**src/rtl/serial_adder_ctrl.sv**
```systemverilog
// -----------------------------------------------------------------------------
// serial_adder_ctrl
//
// Bit-serial adder controller. One 1-bit full_adder cell is stepped over WIDTH
// clock cycles, LSB first, to form {c_out, sum} = a + b + c_in. The controller
// owns operand capture, the running carry, the bit counter and the start/done
// handshake. Results are held stable until the next accepted add completes.
//
// Ports:
//   clk       rising-edge clock
//   rst_n     asynchronous active-low reset
//   start     begin an add; sampled on the rising edge while ready=1
//   a, b      WIDTH-bit operands, captured on the accepting edge
//   c_in      initial carry, captured on the accepting edge
//   ready     a start will be accepted (IDLE or DONE)
//   busy      an add is in progress (RUN)
//   done      one-cycle pulse marking sum/c_out/overflow as freshly valid
//   sum       WIDTH-bit result
//   c_out     carry out of the MSB
//   overflow  two's-complement overflow: carry into MSB XOR carry out
// -----------------------------------------------------------------------------

// Single-bit full adder cell shared by the serial datapath.
module full_adder (
    input  logic a,
    input  logic b,
    input  logic c_in,
    output logic s,
    output logic c_out
);
    assign s     = a ^ b ^ c_in;
    assign c_out = (a & b) | (c_in & (a ^ b));
endmodule

module serial_adder_ctrl #(
    parameter int WIDTH = 8
) (
    input  logic             clk,
    input  logic             rst_n,
    input  logic             start,
    input  logic [WIDTH-1:0] a,
    input  logic [WIDTH-1:0] b,
    input  logic             c_in,
    output logic             ready,
    output logic             busy,
    output logic             done,
    output logic [WIDTH-1:0] sum,
    output logic             c_out,
    output logic             overflow
);

    localparam int CNT_W = (WIDTH > 2) ? $clog2(WIDTH) : 1;
    localparam logic [CNT_W-1:0] LAST_CNT = CNT_W'(WIDTH - 1);
    localparam logic [CNT_W-1:0] CNT_ONE  = CNT_W'(1);

    typedef enum logic [1:0] {
        ST_IDLE = 2'd0,
        ST_RUN  = 2'd1,
        ST_DONE = 2'd2
    } state_t;

    state_t           state_r;
    logic [WIDTH-1:0] a_sh_r;
    logic [WIDTH-1:0] b_sh_r;
    logic [WIDTH-1:0] sum_sh_r;
    logic [CNT_W-1:0] cnt_r;
    logic             carry_r;
    logic             carry_msb_in_r;

    // Output holding registers: these only move on the final RUN edge, so the
    // previous result stays visible while the next add is being computed.
    logic [WIDTH-1:0] sum_r;
    logic             c_out_r;
    logic             overflow_r;
    logic             done_r;

    logic             fa_sum_s;
    logic             fa_carry_s;
    logic [WIDTH-1:0] sum_next_s;
    logic             busy_s;

    full_adder u_fa (
        .a     (a_sh_r[0]),
        .b     (b_sh_r[0]),
        .c_in  (carry_r),
        .s     (fa_sum_s),
        .c_out (fa_carry_s)
    );

    // New sum bit enters at the MSB end as the partial sum shifts right.
    assign sum_next_s = {fa_sum_s, sum_sh_r[WIDTH-1:1]};

    // Handshake flags decode directly from the state register.
    assign busy_s   = (state_r == ST_RUN);
    assign busy     = busy_s;
    assign ready    = ~busy_s;
    assign done     = done_r;
    assign sum      = sum_r;
    assign c_out    = c_out_r;
    assign overflow = overflow_r;

    // Control FSM together with the serial datapath and output registers.
    always_ff @(posedge clk or negedge rst_n) begin
        if (!rst_n) begin
            state_r        <= ST_IDLE;
            a_sh_r         <= '0;
            b_sh_r         <= '0;
            sum_sh_r       <= '0;
            cnt_r          <= '0;
            carry_r        <= 1'b0;
            carry_msb_in_r <= 1'b0;
            sum_r          <= '0;
            c_out_r        <= 1'b0;
            overflow_r     <= 1'b0;
            done_r         <= 1'b0;
        end else begin
            case (state_r)
                ST_IDLE, ST_DONE: begin
                    done_r <= 1'b0;
                    if (start) begin
                        a_sh_r  <= a;
                        b_sh_r  <= b;
                        carry_r <= c_in;
                        cnt_r   <= '0;
                        state_r <= ST_RUN;
                    end else begin
                        state_r <= ST_IDLE;
                    end
                end
                ST_RUN: begin
                    a_sh_r   <= {1'b0, a_sh_r[WIDTH-1:1]};
                    b_sh_r   <= {1'b0, b_sh_r[WIDTH-1:1]};
                    sum_sh_r <= sum_next_s;
                    carry_r  <= fa_carry_s;
                    cnt_r    <= cnt_r + CNT_ONE;
                    if (cnt_r == LAST_CNT) begin
                        // carry_r here is the carry entering the MSB position.
                        carry_msb_in_r <= carry_r;
                        sum_r          <= sum_next_s;
                        c_out_r        <= fa_carry_s;
                        overflow_r     <= carry_r ^ fa_carry_s;
                        done_r         <= 1'b1;
                        state_r        <= ST_DONE;
                    end else begin
                        done_r  <= 1'b0;
                        state_r <= ST_RUN;
                    end
                end
                default: begin
                    done_r  <= 1'b0;
                    state_r <= ST_IDLE;
                end
            endcase
        end
    end

endmodule

```
**config.mk**
```make
export PLATFORM = sky130hd
export DESIGN_NAME = serial_adder_ctrl
export DESIGN_NICKNAME = d
export VERILOG_FILES = /design/src/rtl/serial_adder_ctrl.sv
export SDC_FILE = /design/constraint.sdc
export NUM_CORES = 1
export LEC_CHECK = 0
export ABC_AREA = 1
export BUFFER_PORTS_ARGS = -buffer_cell sky130_fd_sc_hd__buf_2
export CAP_MARGIN = 20
export CORE_MARGIN = 5
export CORE_UTILIZATION = 55
export DETAILED_ROUTE_END_ITERATION = 8
export GPL_TIMING_DRIVEN = 0
export PLACE_DENSITY_LB_ADDON = 0.15
export SYNTH_ARGS = -nofsm -noshare
export SYNTH_HDL_FRONTEND = slang
export SYNTH_SLANG_ARGS = --single-unit
export TNS_END_PERCENT = 10
```
**constraint.sdc**
```tcl
create_clock -name clk -period 1.62 [get_ports clk]
set_clock_uncertainty 0.05 [all_clocks]
set_input_delay 0.324 -clock clk [delete_from_list [all_inputs] [get_ports clk]]
set_output_delay 0.324 -clock clk [all_outputs]
set_load 0.01 [all_outputs]
```
---- Word level (Yosys, flattened, before mapping) ----
Index checks and enable logic that the tools add are counted.
storage, ports and cells
  register bits after elaboration ......... 41
  bits of input ports ..................... 20
  output and inout bits ................... 13
  logic and storage cells ................. 40
operators by class
  add/sub/neg operators ................... 1
  equality and inequality tests ........... 4
  multiplexer cells ....................... 13
  bitwise gates (word level) .............. 7
  reductions and logical operators ........ 5
operators by type and width
  kind                                                                   number
  8-bit one-hot mux with 2 select lines                                  2
  8-bit two-way mux                                                      2
  3-bit one-hot mux with 2 select lines                                  1
  1-bit two-way mux                                                      4
  2-bit one-hot mux with 2 select lines                                  1
  2-bit AND reduction                                                    2
  3-bit by 1-bit adder with 3-bit output, second input constant          1
  3-bit equality test, second input constant                             1
  3-bit two-way mux                                                      1
  1-bit bitwise XOR                                                      3
  1-bit AND                                                              2
  2-bit by 1-bit equality test with 1-bit output, second input constant  1
  2-bit equality test, second input constant                             1
  2-bit logical NOT                                                      1
  2-bit two-way mux                                                      1
  2-bit inequality test, second input constant                           1
  1-bit one-hot mux with 2 select lines                                  1
  2-bit nonzero test                                                     1
  2-bit OR reduction                                                     1
  1-bit NOT                                                              1
  1-bit bitwise OR                                                       1

---- Longest topological paths before layout ----
Gate-level depths: netlist of the first run.
  depth in word-level cells ............... 4
  mapped depth ............................ 8
  gate-level depth less buffers ........... 6

---- By module ----
From an unflattened synthesis of the first run, not the netlist that was laid out.
second synthesis, totals
  cell total of the unflattened synthesis .. 224
  area, all modules ....................... 1861.8 µm²
by module, submodules not included
  module             times used  cells an instance  area each (µm²)  sequential area each (µm²)
  serial_adder_ctrl  1           223                1841.8           975.9
  full_adder         1           1                  20.0             0.0

---- Worst setup path before layout of the first run ----
No wires, ideal clock.
  kind .................................... register to register
  from .................................... reg carry_r
  to ...................................... reg carry_r
  setup time .............................. 0.118 ns
  data arrival time ....................... 1.139 ns
  data required time ...................... 1.452 ns
  slack ................................... 0.314 ns
  cell stages (with the launch flop) ...... 6
  buffers on the path ..................... 0
  period minus slack after synthesis ...... 1.306 ns
  cell sequence ........................... dfrtp_1 -> fa_1 -> inv_1 -> nand3_1 -> nand3_1 -> nand2_1
on the way
  longest elaborated chain between the ends .. 3
RTL lines
  what                                   line  text
  start: declaration                     67    logic carry_r;
  start signal: assignment               123   carry_r <= c_in;
  start signal: assignment               134   carry_r <= fa_carry_s;
  1-bit AND                              32    assign c_out = (a & b) | (c_in & (a ^ b));
  1-bit bitwise OR                       32
  net fa_carry_s                         78    logic fa_carry_s;
  1-bit one-hot mux with 2 select lines  117   case (state_r)
The timed path passes the listed nets, and every way through them passes these cells.
A chain may end at the register's enable or synchronous reset.

---- Worst setup path in the final report of the first run ----
  from .................................... reg state_r[0]
  to ...................................... out ready
on the way
  longest elaborated chain between the ends .. 2
RTL lines
  what                                            line  text
  start: declaration                              62    state_t state_r;
  start signal: assignment                        105   state_r <= ST_IDLE;
  start signal: assignment                        125   state_r <= ST_RUN;
  start signal: assignment                        127   state_r <= ST_IDLE;
  2-bit by 1-bit equality test with 1-bit output  94    assign busy_s = (state_r == ST_RUN);
  1-bit NOT                                       96    assign ready = ~busy_s;
  end: declaration                                44    output logic ready,
No other way between the ends.

==> results of run 1 <==
[kinds of logic (layout without fill, tap and decap cells)]
kind of cell	after synthesis	count (layout)	synth area share, %
DFF	39	39	52.4
and+or+nand+nor	111	111	26.1
AOI/OAI and AO/OA	19	19	6.72
xor gates and xnor gates	1	1	0.471
adders and majority gates	3	3	2.42
buffers and inverters	51	91	11.8
[critical path, stage by stage (launching register included)]
cell                      delay, ns
sky130_fd_sc_hd__dfrtp_1       0.37
sky130_fd_sc_hd__buf_4         0.17
sky130_fd_sc_hd__nand2_4       0.16
sky130_fd_sc_hd__buf_2         0.16
[flip-flops by register name (all words and copies together) (netlist names)]
register	cells
overflow	1
carry_r	1
sum_sh_r	7
state_r	1
a_sh_r	8
c_out	1
cnt_r	3
b_sh_r	8
sum	8
done	1
[per-stage QoR]
stage / instances / hold WS [ns] / TNS [ns]
2_1_floorplan: 224 / -0.0216 / 0
3_3_place_gp: 302 / 0.409 / 0
3_5_place_dp: 302 / 0.414 / 0
4_1_cts: 309 / 0.0528 / 0
5_1_grt: 310 / 0.0946 / -0.0258
6_report: 310 / 0.0373 / 0
[path summary, 6_finish.rpt]
| kind | from | end | cells after the start |
|---|---|---|---|
| min reg2reg | sum[4] | sum[4] | 2 |
| min | rst_n | sum[4] | 1 |
| max in group asynchronous | rst_n | state_r[0] | 1 |
| max reg2reg | done | a_sh_r[0] | 6 |
| max | state_r[0] | ready | 3 |
| min in group clk | b[7] | b_sh_r[7] | 3 |
[power groups by stage]
stage               Sequential, uW  Clock, uW  Combinational (uW)
finish                        1670        504                2050
global route                  1730        564                2380
CTS                           1670        520                2060
detailed placement            1690          0                2050
global placement              1670          0                2020
floorplan                     1690          0                1500
[cell type report]
type                            count  area [sq um]
Timing Repair Buffer               34           175
Clock inverter                      1          5.00
Clock buffer                        6          51.3
Fill cell                         313          1160
Sequential cell                    39           976
Multi-Input combinational cell    134           666
Buffer                              8          55.1
Tap cell                           46          57.6
Inverter                           42           160
[routing by layer]
layer,vias to the layer above,wire length [um],track usage [%]
met5,-,0,0
met4,0,49,6.70
met3,6,125,4.43
met2,19,1610,29.5
met1,670,1700,24.4
li1,756,-,-
[repair_timing]
item                       4_1_cts  5_1_grt
setup endpoints to repair        1        2
hold buffers                     0        0
setup buffers                    1        1
pin swaps                        0        1
[cells in the final DEF (no fill, tap or decap)]
master	Yosys	layout
sky130_fd_sc_hd__inv_1	39	39
sky130_fd_sc_hd__o21ai_2	8	8
sky130_fd_sc_hd__inv_4	1	1
sky130_fd_sc_hd__nor2_4	1	1
sky130_fd_sc_hd__nand2_1	74	74
sky130_fd_sc_hd__clkbuf_4	0	5
sky130_fd_sc_hd__buf_6	2	2
sky130_fd_sc_hd__a21oi_1	1	1
sky130_fd_sc_hd__nor2_1	2	2
sky130_fd_sc_hd__o21ai_0	10	10
sky130_fd_sc_hd__buf_4	2	4
sky130_fd_sc_hd__ha_1	2	2
sky130_fd_sc_hd__clkbuf_8	0	1
sky130_fd_sc_hd__clkinv_2	0	1
sky130_fd_sc_hd__inv_2	2	2
sky130_fd_sc_hd__nand2_4	3	3
sky130_fd_sc_hd__nand3_1	30	30
sky130_fd_sc_hd__nand2_2	1	1
sky130_fd_sc_hd__clkbuf_1	2	2
sky130_fd_sc_hd__buf_2	3	34
sky130_fd_sc_hd__dfrtp_1	39	39
sky130_fd_sc_hd__fa_1	1	1
sky130_fd_sc_hd__xor2_1	1	1
==> impl_metrics.prom, run 1 <==
# TYPE chip_impl_metric gauge
chip_impl_info{name="holdCritPathClass",value="input pin to async pin"} 1
chip_impl_info{name="root_buffer",value="sky130_fd_sc_hd__clkbuf_4"} 1
chip_impl_info{name="netlist_top_cells_area",value="sky130_fd_sc_hd__dfrtp_1 (52%), sky130_fd_sc_hd__nand2_1 (15%), sky130_fd_sc_hd__nand3_1 (8.1%)"} 1
chip_impl_metric{name="detail_route.wirelength",unit="um"} 3480
chip_impl_metric{name="p_int",unit="uW"} 2430
chip_impl_metric{name="ys_seq_elements",unit=""} 39
chip_impl_metric{name="floorplan.die.width",unit="um"} 68.2
chip_impl_metric{name="report.final.setup_viol",unit=""} 0
chip_impl_metric{name="timing.final.hold_violations",unit=""} 0
chip_impl_metric{name="cts-buffers-inserted",unit=""} 5
chip_impl_metric{name="netlist-cell-type-count",unit=""} 20
chip_impl_metric{name="initial_antenna_violation_count",unit=""} 0
chip_impl_info{name="yosysMostFrequentCell",value="sky130_fd_sc_hd__nand2_1"} 1
chip_impl_metric{name="postSynthNetCount",unit=""} 247
chip_impl_metric{name="drive_above_1_share",unit="%"} 23.9
chip_impl_metric{name="timing.critical_path.fanout_max",unit=""} 15
chip_impl_metric{name="worst_slack",unit="ns"} 0.0553
chip_impl_metric{name="layout_worst_path_cycle_share",unit="%"} 96.6
chip_impl_metric{name="synthCells",unit=""} 224
chip_impl_metric{name="comb_power_share",unit="%"} 48.5
chip_impl_info{name="tritoncts",value="yes"} 1
chip_impl_metric{name="synth-edff-count",unit=""} 0
chip_impl_metric{name="design.die.area",unit="sq mm"} 0.00465
chip_impl_info{name="worst-setup-path-type",value="flop to output port"} 1
chip_impl_metric{name="net_count_of_the_finished_layout",unit=""} 287
chip_impl_metric{name="flow.area_growth_from_synthesis",unit="%"} 15.3
chip_impl_metric{name="gp_congestion",unit=""} 0.782
chip_impl_metric{name="cts-htree-levels",unit=""} 2
chip_impl_metric{name="routed-via-count",unit=""} 1451
chip_impl_metric{name="slew_viol_final",unit=""} 0
chip_impl_metric{name="core.rowCount",unit=""} 21
chip_impl_metric{name="clock_power_share",unit="%"} 11.9
chip_impl_metric{name="timing.critical_path.arrival",unit="ns"} 1.19
chip_impl_metric{name="max_clock_freq",unit="GHz"} 0.639
chip_impl_metric{name="grt_use_total",unit="%"} 18.5
chip_impl_info{name="dominantRegCellSynth",value="sky130_fd_sc_hd__dfrtp_1"} 1
chip_impl_metric{name="critPathRequiredTime",unit="ns"} 1.25
chip_impl_metric{name="layout.core_utilization",unit="%"} 64.8
chip_impl_info{name="synth_common_cells",value="sky130_fd_sc_hd__nand2_1 (74), sky130_fd_sc_hd__dfrtp_1 (39), sky130_fd_sc_hd__inv_1 (39)"} 1
chip_impl_metric{name="finalWorstPathRequiredPeriod",unit="ns"} 1.56
chip_impl_info{name="run_status",value="finished, final reports clean"} 1
chip_impl_info{name="synth_top_area_cell",value="sky130_fd_sc_hd__dfrtp_1"} 1
chip_impl_metric{name="seq_area_frac_synth",unit="%"} 52.4
chip_impl_info{name="grt_setup_unrepaired",value="yes"} 1
chip_impl_metric{name="clkSinkCount",unit=""} 39
chip_impl_metric{name="slew-limit-headroom",unit="%"} 42.5
chip_impl_metric{name="drtIter0Drc",unit=""} 97
chip_impl_metric{name="static-leakage-power",unit="uW"} 0.00124
chip_impl_metric{name="global_route_wire_length_before_repair",unit="um"} 6410
chip_impl_metric{name="total_power",unit="uW"} 4220
chip_impl_metric{name="post_synth_instance_area",unit="sq mm"} 0.00186
chip_impl_metric{name="grt_pass1_vias",unit=""} 1491
chip_impl_metric{name="post_cts_resize_count",unit=""} 0
chip_impl_metric{name="number_of_buffers_on_the_longest_clock_path",unit=""} 2
chip_impl_metric{name="worstMarginPinSlew",unit="ns"} 0.862
chip_impl_metric{name="wl_per_cell",unit="um"} 11.2
chip_impl_info{name="worst_setup_path_start_kind",value="flop"} 1
chip_impl_metric{name="vdd.ir_drop.worst",unit="mV"} 1.06
chip_impl_metric{name="clk_latency",unit="ns"} 0.34
chip_impl_metric{name="grt_overflow",unit=""} 0
chip_impl_metric{name="portBuffers",unit=""} 32
chip_impl_metric{name="yosysWarnings",unit=""} 0
chip_impl_metric{name="placed_area",unit="sq mm"} 0.00208
chip_impl_metric{name="largest_net_degree_at_the_start_of_global_routing",unit=""} 40
chip_impl_metric{name="share_seq_of_total_power",unit="%"} 39.6
chip_impl_metric{name="finalInstanceArea",unit="sq mm"} 0.00215
chip_impl_metric{name="placeable_core_region",unit="sq mm"} 0.00331
chip_impl_metric{name="path_clk_slew",unit="ns"} 0.11
chip_impl_metric{name="yosys_top_cell_area_share",unit="%"} 52.4
chip_impl_metric{name="netSwitchingFraction",unit="%"} 42.4
chip_impl_metric{name="pwr_density_cell",unit="mW/mm^2"} 1970
chip_impl_metric{name="drt_drc_violations_left",unit=""} 0
chip_impl_metric{name="power.switching",unit="uW"} 1790
chip_impl_metric{name="post-dp-hpwl",unit="um"} 2440
chip_impl_metric{name="count_of_pins_on_the_block_boundary",unit=""} 33
chip_impl_metric{name="drt.antenna.violating_nets",unit=""} 0
chip_impl_metric{name="drt-pass1-iter-count",unit=""} 4
chip_impl_metric{name="asyncSetResetFlopFracSynth",unit="%"} 100
chip_impl_metric{name="initial_utilization",unit="%"} 56.2
chip_impl_metric{name="pre_cts_slack",unit="ns"} 0.213
chip_impl_metric{name="max_cap_viol_count",unit=""} 0
chip_impl_info{name="cp-end-kind",value="output port"} 1
chip_impl_metric{name="average_cell_area_after_synthesis",unit="sq um"} 8.31
chip_impl_metric{name="die_h",unit="um"} 68.2
chip_impl_metric{name="num_antenna_cells",unit=""} 0
chip_impl_metric{name="post_drt_via_cell_ratio",unit=""} 4.68
chip_impl_metric{name="setup.reg_to_reg.worst_slack",unit="ns"} 0.16
No activity file was read; power rests on OpenSTA's default activity.
==> inputs of run 2 (changes only) <==
Settings changed: BUFFER_PORTS_ARGS -buffer_cell sky130_fd_sc_hd__buf_2 to unset, DONT_BUFFER_PORTS set to 1.
==> run 2 against run 1 <==
Effect of this change: clock-buffer cell count increased by 2; combinational power decreased by 9%; global-route usage decreased by 0.28 points; via count is 4.1% lower; critical endpoint unchanged; core utilization shrank 3.0 points; critical path depth unchanged; register-to-register slack improved by 0.04 ns.
==> impl_metrics.prom, run 2 (synthesized netlist as in run 1, its figures left out) <==
# TYPE chip_impl_metric gauge
chip_impl_info{name="worst-setup-path-type",value="flop to output port"} 1
chip_impl_metric{name="routed-via-count",unit=""} 1391
chip_impl_info{name="holdCritPathClass",value="input pin to flop"} 1
chip_impl_metric{name="clk_latency",unit="ns"} 0.33
chip_impl_info{name="run_status",value="finished, final reports clean"} 1
chip_impl_metric{name="largest_net_degree_at_the_start_of_global_routing",unit=""} 40
chip_impl_metric{name="pwr_density_cell",unit="mW/mm^2"} 2040
chip_impl_metric{name="worst_slack",unit="ns"} 0.0698
chip_impl_metric{name="wl_per_cell",unit="um"} 12.4
chip_impl_metric{name="placed_area",unit="sq mm"} 0.00192
chip_impl_metric{name="timing.final.hold_violations",unit=""} 0
chip_impl_metric{name="numPlacedInstances",unit=""} 270
chip_impl_metric{name="post-dp-hpwl",unit="um"} 2450
chip_impl_metric{name="initial_utilization",unit="%"} 56.2
chip_impl_metric{name="cpPeakStageDelay",unit="ns"} 0.48
chip_impl_metric{name="timing.critical_path.fanout_max",unit=""} 10
chip_impl_info{name="cp-end-kind",value="output port"} 1
chip_impl_metric{name="flow.area_growth_from_synthesis",unit="%"} 9.95
chip_impl_metric{name="grt_use_total",unit="%"} 18.2
chip_impl_info{name="slowest_stage",value="sky130_fd_sc_hd__dfrtp_2"} 1
chip_impl_metric{name="timing.critical_path.arrival",unit="ns"} 1.18
chip_impl_metric{name="clkSinkCount",unit=""} 39
chip_impl_metric{name="total_power",unit="uW"} 4170
chip_impl_metric{name="fill_cells",unit=""} 316
chip_impl_metric{name="drt.antenna.violating_nets",unit=""} 0
chip_impl_metric{name="vdd.ir_drop.worst",unit="mV"} 1.12
chip_impl_metric{name="path_clk_slew",unit="ns"} 0.11
chip_impl_metric{name="slew-limit-headroom",unit="%"} 71.4
chip_impl_metric{name="count_of_pins_on_the_block_boundary",unit=""} 33
chip_impl_metric{name="worstMarginPinSlew",unit="ns"} 0.429
chip_impl_metric{name="static-leakage-power",unit="uW"} 0.00113
chip_impl_info{name="worst_setup_path_start_kind",value="flop"} 1
chip_impl_metric{name="finalInstanceArea",unit="sq mm"} 0.00205
chip_impl_metric{name="drt-pass1-iter-count",unit=""} 4
chip_impl_metric{name="drive_above_1_share",unit="%"} 14.8
chip_impl_metric{name="pre_cts_slack",unit="ns"} 0.154
chip_impl_info{name="mostFrequentLayoutCell",value="sky130_fd_sc_hd__nand2_1"} 1
chip_impl_metric{name="grt_overflow",unit=""} 0
chip_impl_metric{name="drtIter0Drc",unit=""} 75
chip_impl_info{name="tritoncts",value="yes"} 1
chip_impl_metric{name="floorplan.die.width",unit="um"} 68.2
chip_impl_metric{name="drt_drc_violations_left",unit=""} 0
chip_impl_metric{name="placeable_core_region",unit="sq mm"} 0.00331
chip_impl_metric{name="design.die.area",unit="sq mm"} 0.00465
chip_impl_metric{name="die_h",unit="um"} 68.2
chip_impl_metric{name="portBuffers",unit=""} 0
chip_impl_metric{name="critPathRequiredTime",unit="ns"} 1.25
chip_impl_metric{name="cts-buffers-inserted",unit=""} 5
chip_impl_metric{name="layout.core_utilization",unit="%"} 61.8
chip_impl_metric{name="net_count_of_the_finished_layout",unit=""} 259
chip_impl_metric{name="seq_area",unit="sq um"} 977
chip_impl_metric{name="num_antenna_cells",unit=""} 0
chip_impl_metric{name="slew_viol_final",unit=""} 0
chip_impl_metric{name="report.final.setup_viol",unit=""} 0
chip_impl_metric{name="number_of_buffers_on_the_longest_clock_path",unit=""} 2
chip_impl_info{name="chain_of_cells_forming_the_critical_path",value="inv_4 -> nand2_4 -> buf_4"} 1
chip_impl_metric{name="max_cap_viol_count",unit=""} 0
chip_impl_metric{name="core.rowCount",unit=""} 21
chip_impl_info{name="most-common-layout-cells",value="sky130_fd_sc_hd__nand2_1 (74), sky130_fd_sc_hd__inv_1 (39), sky130_fd_sc_hd__dfrtp_1 (38), sky130_fd_sc_hd__nand3_1 (30), sky130_fd_sc_hd__o21ai_0 (10)"} 1
chip_impl_metric{name="finalWorstPathRequiredPeriod",unit="ns"} 1.55
chip_impl_info{name="startpoint",value="done"} 1
chip_impl_info{name="r2r_start",value="cnt_r[0]"} 1
chip_impl_metric{name="instances_no_fill",unit=""} 283
chip_impl_metric{name="post_drt_via_cell_ratio",unit=""} 4.92
chip_impl_metric{name="max_clock_freq",unit="GHz"} 0.645
chip_impl_metric{name="grt_pass1_vias",unit=""} 1356
chip_impl_metric{name="detail_route.wirelength",unit="um"} 3500
chip_impl_metric{name="cts-htree-levels",unit=""} 2
chip_impl_metric{name="initial_antenna_violation_count",unit=""} 0
chip_impl_metric{name="gp_congestion",unit=""} 0.776
chip_impl_metric{name="area_used_by_multi_input_combinational_logic",unit="sq um"} 666
chip_impl_metric{name="layout_worst_path_cycle_share",unit="%"} 95.7
chip_impl_info{name="worst_hold_startpoint",value="a[7]"} 1
chip_impl_info{name="root_buffer",value="sky130_fd_sc_hd__clkbuf_4"} 1
chip_impl_metric{name="global_route_wire_length_before_repair",unit="um"} 6270
## run 2: changes by cell type in the layout (fill, tap and decap cells not counted), sizes merged
| cell | delta |
|---|---|
| dlygate4sd3 | +1 |
| clkbuf | +2 |
| clkinv | -1 |
| buf | -29 |
## run 2: stage by stage
| stage | hold WS [ns] | TNS [ns] |
|---|---|---|
| floorplan | -0.0216 | 0 |
| global placement | -0.0204 | 0 |
| detailed placement | -0.0206 | 0 |
| CTS | 0.0474 | 0 |
| global route | 0.0712 | -0.00284 |
| finish | 0.0596 | 0 |
## run 2: cell type report
class / count / share of cell area, %
buffer: 9 / 3.06
inverter: 42 / 7.95
clock buffer: 8 / 3.36
timing repair buffer: 5 / 2.57
multi-input combinational: 134 / 32.5
sequential: 39 / 47.7
tap: 46 / 2.81
## run 2: final timing paths
check                            end  depth (start not counted)  slack, ns
hold / removal             a_sh_r[7]                          2       0.06
max in group asynchronous       done                          2       0.90
setup reg to reg            overflow                          6       0.20
setup / recovery               ready                          3       0.07
hold reg to reg               sum[0]                          2       0.43
min in group asynchronous     sum[3]                          2       0.41
## run 2: worst max-delay path: cells and delay by family, from the launching register on
| family | cells | cell delay, ns |
|---|---|---|
| simple gates | 1 | 0.07 |
| flops | 1 | 0.48 |
| buf+inv | 2 | 0.29 |
## run 2: repair_timing
item / CTS / global route
endpoints found under the hold margin: 39 / 0
gates cloned: 0 / 0
resized for setup: 2 / 2
setup buffers: 0 / 3
setup endpoints to repair: 1 / 1
hold buffers: 2 / 0
## run 2: routing by layer
layer  vias to the layer above  wire length (um)  global-route usage [%]
met1                       641              1630                    24.6
met5                         -                 0                       0
li1                        705                 -                       -
met4                         0                57                    6.70
met3                         8               166                    4.60
met2                        37              1650                    28.2
## run 2: power by group
part,internal (uW),switching [uW]
Sequential,1430,310
Combinational,712,1160
Clock,256,301
==> inputs of run 3 (changes only) <==
Settings changed: PLACE_DENSITY set to 0.7, PLACE_DENSITY_LB_ADDON 0.15 to unset, SLEW_MARGIN set to 10.
==> run 3 against run 2 <==
Effect of this change: routed wire length up 1.0%; total power up 0.74%; largest power group unchanged; worst setup slack improved by 0.013 ns; flip-flop and latch count is the same; maximum frequency up 0.82%; non-clock buffer count shrank 1; register-to-register slack about the same; critical path depth did not move; clock-buffer cell count did not move; combinational power about the same; first-iteration DRC count up 12%; global-route usage increased by 0.63 points.
==> impl_metrics.prom, run 3 (synthesized netlist as in run 1, its figures left out) <==
# TYPE chip_impl_metric gauge
chip_impl_metric{name="placed_area",unit="sq mm"} 0.00192
chip_impl_metric{name="drt.antenna.violating_nets",unit=""} 0
chip_impl_metric{name="drive_above_1_share",unit="%"} 14.4
chip_impl_metric{name="global_route_wire_length_before_repair",unit="um"} 6210
chip_impl_metric{name="count_of_pins_on_the_block_boundary",unit=""} 33
chip_impl_metric{name="timing.critical_path.fanout_max",unit=""} 10
chip_impl_metric{name="grt_pass1_vias",unit=""} 1362
chip_impl_metric{name="net_count_of_the_finished_layout",unit=""} 258
chip_impl_metric{name="wl_per_cell",unit="um"} 12.5
chip_impl_metric{name="grt_overflow",unit=""} 0
chip_impl_metric{name="worstMarginPinSlew",unit="ns"} 0.443
chip_impl_metric{name="design.die.area",unit="sq mm"} 0.00465
chip_impl_metric{name="setup_total_negative_slack",unit="ns"} 0
chip_impl_metric{name="worst_hold_slack",unit="ns"} 0.0456
chip_impl_metric{name="finalInstanceArea",unit="sq mm"} 0.00205
chip_impl_info{name="worst_setup_path_start_kind",value="flop"} 1
chip_impl_metric{name="largest_net_degree_at_the_start_of_global_routing",unit=""} 40
chip_impl_metric{name="drtIter0Drc",unit=""} 84
chip_impl_metric{name="drt-pass1-iter-count",unit=""} 4
chip_impl_info{name="holdCritPathClass",value="input pin to flop"} 1
chip_impl_info{name="cp-end-kind",value="output port"} 1
chip_impl_metric{name="report.final.setup_viol",unit=""} 0
chip_impl_info{name="mostFrequentLayoutCell",value="sky130_fd_sc_hd__nand2_1"} 1
chip_impl_metric{name="portBuffers",unit=""} 0
chip_impl_metric{name="vdd.ir_drop.worst",unit="mV"} 0.991
chip_impl_metric{name="critPathRequiredTime",unit="ns"} 1.25
chip_impl_metric{name="floorplan.die.width",unit="um"} 68.2
chip_impl_metric{name="num_antenna_cells",unit=""} 0
chip_impl_metric{name="clkSinkCount",unit=""} 39
chip_impl_metric{name="timing.final.hold_violations",unit=""} 0
chip_impl_metric{name="core.rowCount",unit=""} 21
chip_impl_metric{name="path_clk_slew",unit="ns"} 0.11
chip_impl_metric{name="slew_viol_final",unit=""} 0
chip_impl_info{name="run_status",value="finished, final reports clean"} 1
chip_impl_metric{name="placeable_core_region",unit="sq mm"} 0.00331
chip_impl_metric{name="max_clock_freq",unit="GHz"} 0.650
chip_impl_metric{name="initial_antenna_violation_count",unit=""} 0
chip_impl_metric{name="flow.area_growth_from_synthesis",unit="%"} 10.1
chip_impl_metric{name="cts-buffers-inserted",unit=""} 5
chip_impl_metric{name="drt_drc_violations_left",unit=""} 0
chip_impl_metric{name="pwr_density_cell",unit="mW/mm^2"} 2050
chip_impl_info{name="most-common-layout-cells",value="sky130_fd_sc_hd__nand2_1 (74), sky130_fd_sc_hd__inv_1 (39), sky130_fd_sc_hd__dfrtp_1 (38), sky130_fd_sc_hd__nand3_1 (30), sky130_fd_sc_hd__o21ai_0 (10)"} 1
chip_impl_metric{name="finalWorstPathRequiredPeriod",unit="ns"} 1.54
chip_impl_metric{name="detail_route.wirelength",unit="um"} 3540
chip_impl_info{name="worst-setup-path-type",value="flop to output port"} 1
chip_impl_info{name="tritoncts",value="yes"} 1
chip_impl_metric{name="post-dp-hpwl",unit="um"} 2460
chip_impl_metric{name="clk_latency",unit="ns"} 0.35
chip_impl_metric{name="initial_utilization",unit="%"} 56.2
chip_impl_metric{name="static-leakage-power",unit="uW"} 0.00113
chip_impl_metric{name="routed-via-count",unit=""} 1371
chip_impl_metric{name="die_h",unit="um"} 68.2
chip_impl_metric{name="gp_congestion",unit=""} 0.785
chip_impl_metric{name="number_of_buffers_on_the_longest_clock_path",unit=""} 2
chip_impl_metric{name="max_cap_viol_count",unit=""} 0
chip_impl_metric{name="total_power",unit="uW"} 4200
chip_impl_metric{name="slew-limit-headroom",unit="%"} 70.5
chip_impl_metric{name="cts-htree-levels",unit=""} 2
chip_impl_metric{name="layout.core_utilization",unit="%"} 61.9
chip_impl_metric{name="grt_use_total",unit="%"} 18.8
chip_impl_metric{name="post_drt_via_cell_ratio",unit=""} 4.86
chip_impl_metric{name="timing.critical_path.arrival",unit="ns"} 1.16
chip_impl_info{name="root_buffer",value="sky130_fd_sc_hd__clkbuf_4"} 1
chip_impl_metric{name="layout_worst_path_cycle_share",unit="%"} 94.9
[run 3: final timing paths]
path	end	depth (start not counted)	slack (ns)	startpoint
worst min register to register	b_sh_r[2]	2	0.44	b_sh_r[2]
max in group asynchronous	done	2	0.93	rst_n
worst max register to register	sum[0]	6	0.21	cnt_r[0]
worst max-delay path	ready	3	0.08	done
worst min-delay path	a_sh_r[7]	2	0.05	a[7]
min in group asynchronous	sum[7]	2	0.38	rst_n
[run 3: area by class of cell]
type / instances / area (sq um)
plain buffers: 9 / 70.1
clock buffers: 8 / 68.8
fillers: 320 / 1260
inverters: 42 / 165
multi-input cells: 134 / 666
flip-flops and latches: 39 / 977
well taps: 46 / 57.6
repair buffers: 4 / 45.0
[run 3: repair_timing]
item | CTS | global route
gates cloned | 0 | 0
hold buffers | 2 | 0
setup buffers | 0 | 2
gates resized for setup | 2 | 5
setup endpoints to repair | 1 | 1
hold endpoints to repair | 39 | 0
[run 3: critical path: stages (launching register included)]
cell and delay [ns]:
sky130_fd_sc_hd__dfrtp_2 0.47, sky130_fd_sc_hd__clkinv_4 0.10, sky130_fd_sc_hd__nand2_4 0.11, sky130_fd_sc_hd__buf_8 0.14
[run 3: layer usage]
| layer | share of wire [%] | global-route usage, % | routed length, um |
|---|---|---|---|
| met3 | 4.4 | 5.91 | 157 |
| met4 | 1.8 | 7.44 | 63 |
| met2 | 49 | 31.2 | 1750 |
| met5 | 0 | 0 | 0 |
| met1 | 44 | 22.8 | 1570 |
[run 3: stage by stage]
stage / instances / setup WS [ns]
after floorplan: 224 / 0.314
after global placement: 270 / 0.157
after detailed placement: 270 / 0.163
after CTS: 280 / 0.00890
after global routing: 282 / -0.00139
final: 282 / 0.0824
[run 3: power breakdown]
group,total [uW],switching [uW],internal (uW)
sequential,1750,316,1430
clock,564,308,255
combinational,1890,1160,727
total,4200,1780,2410
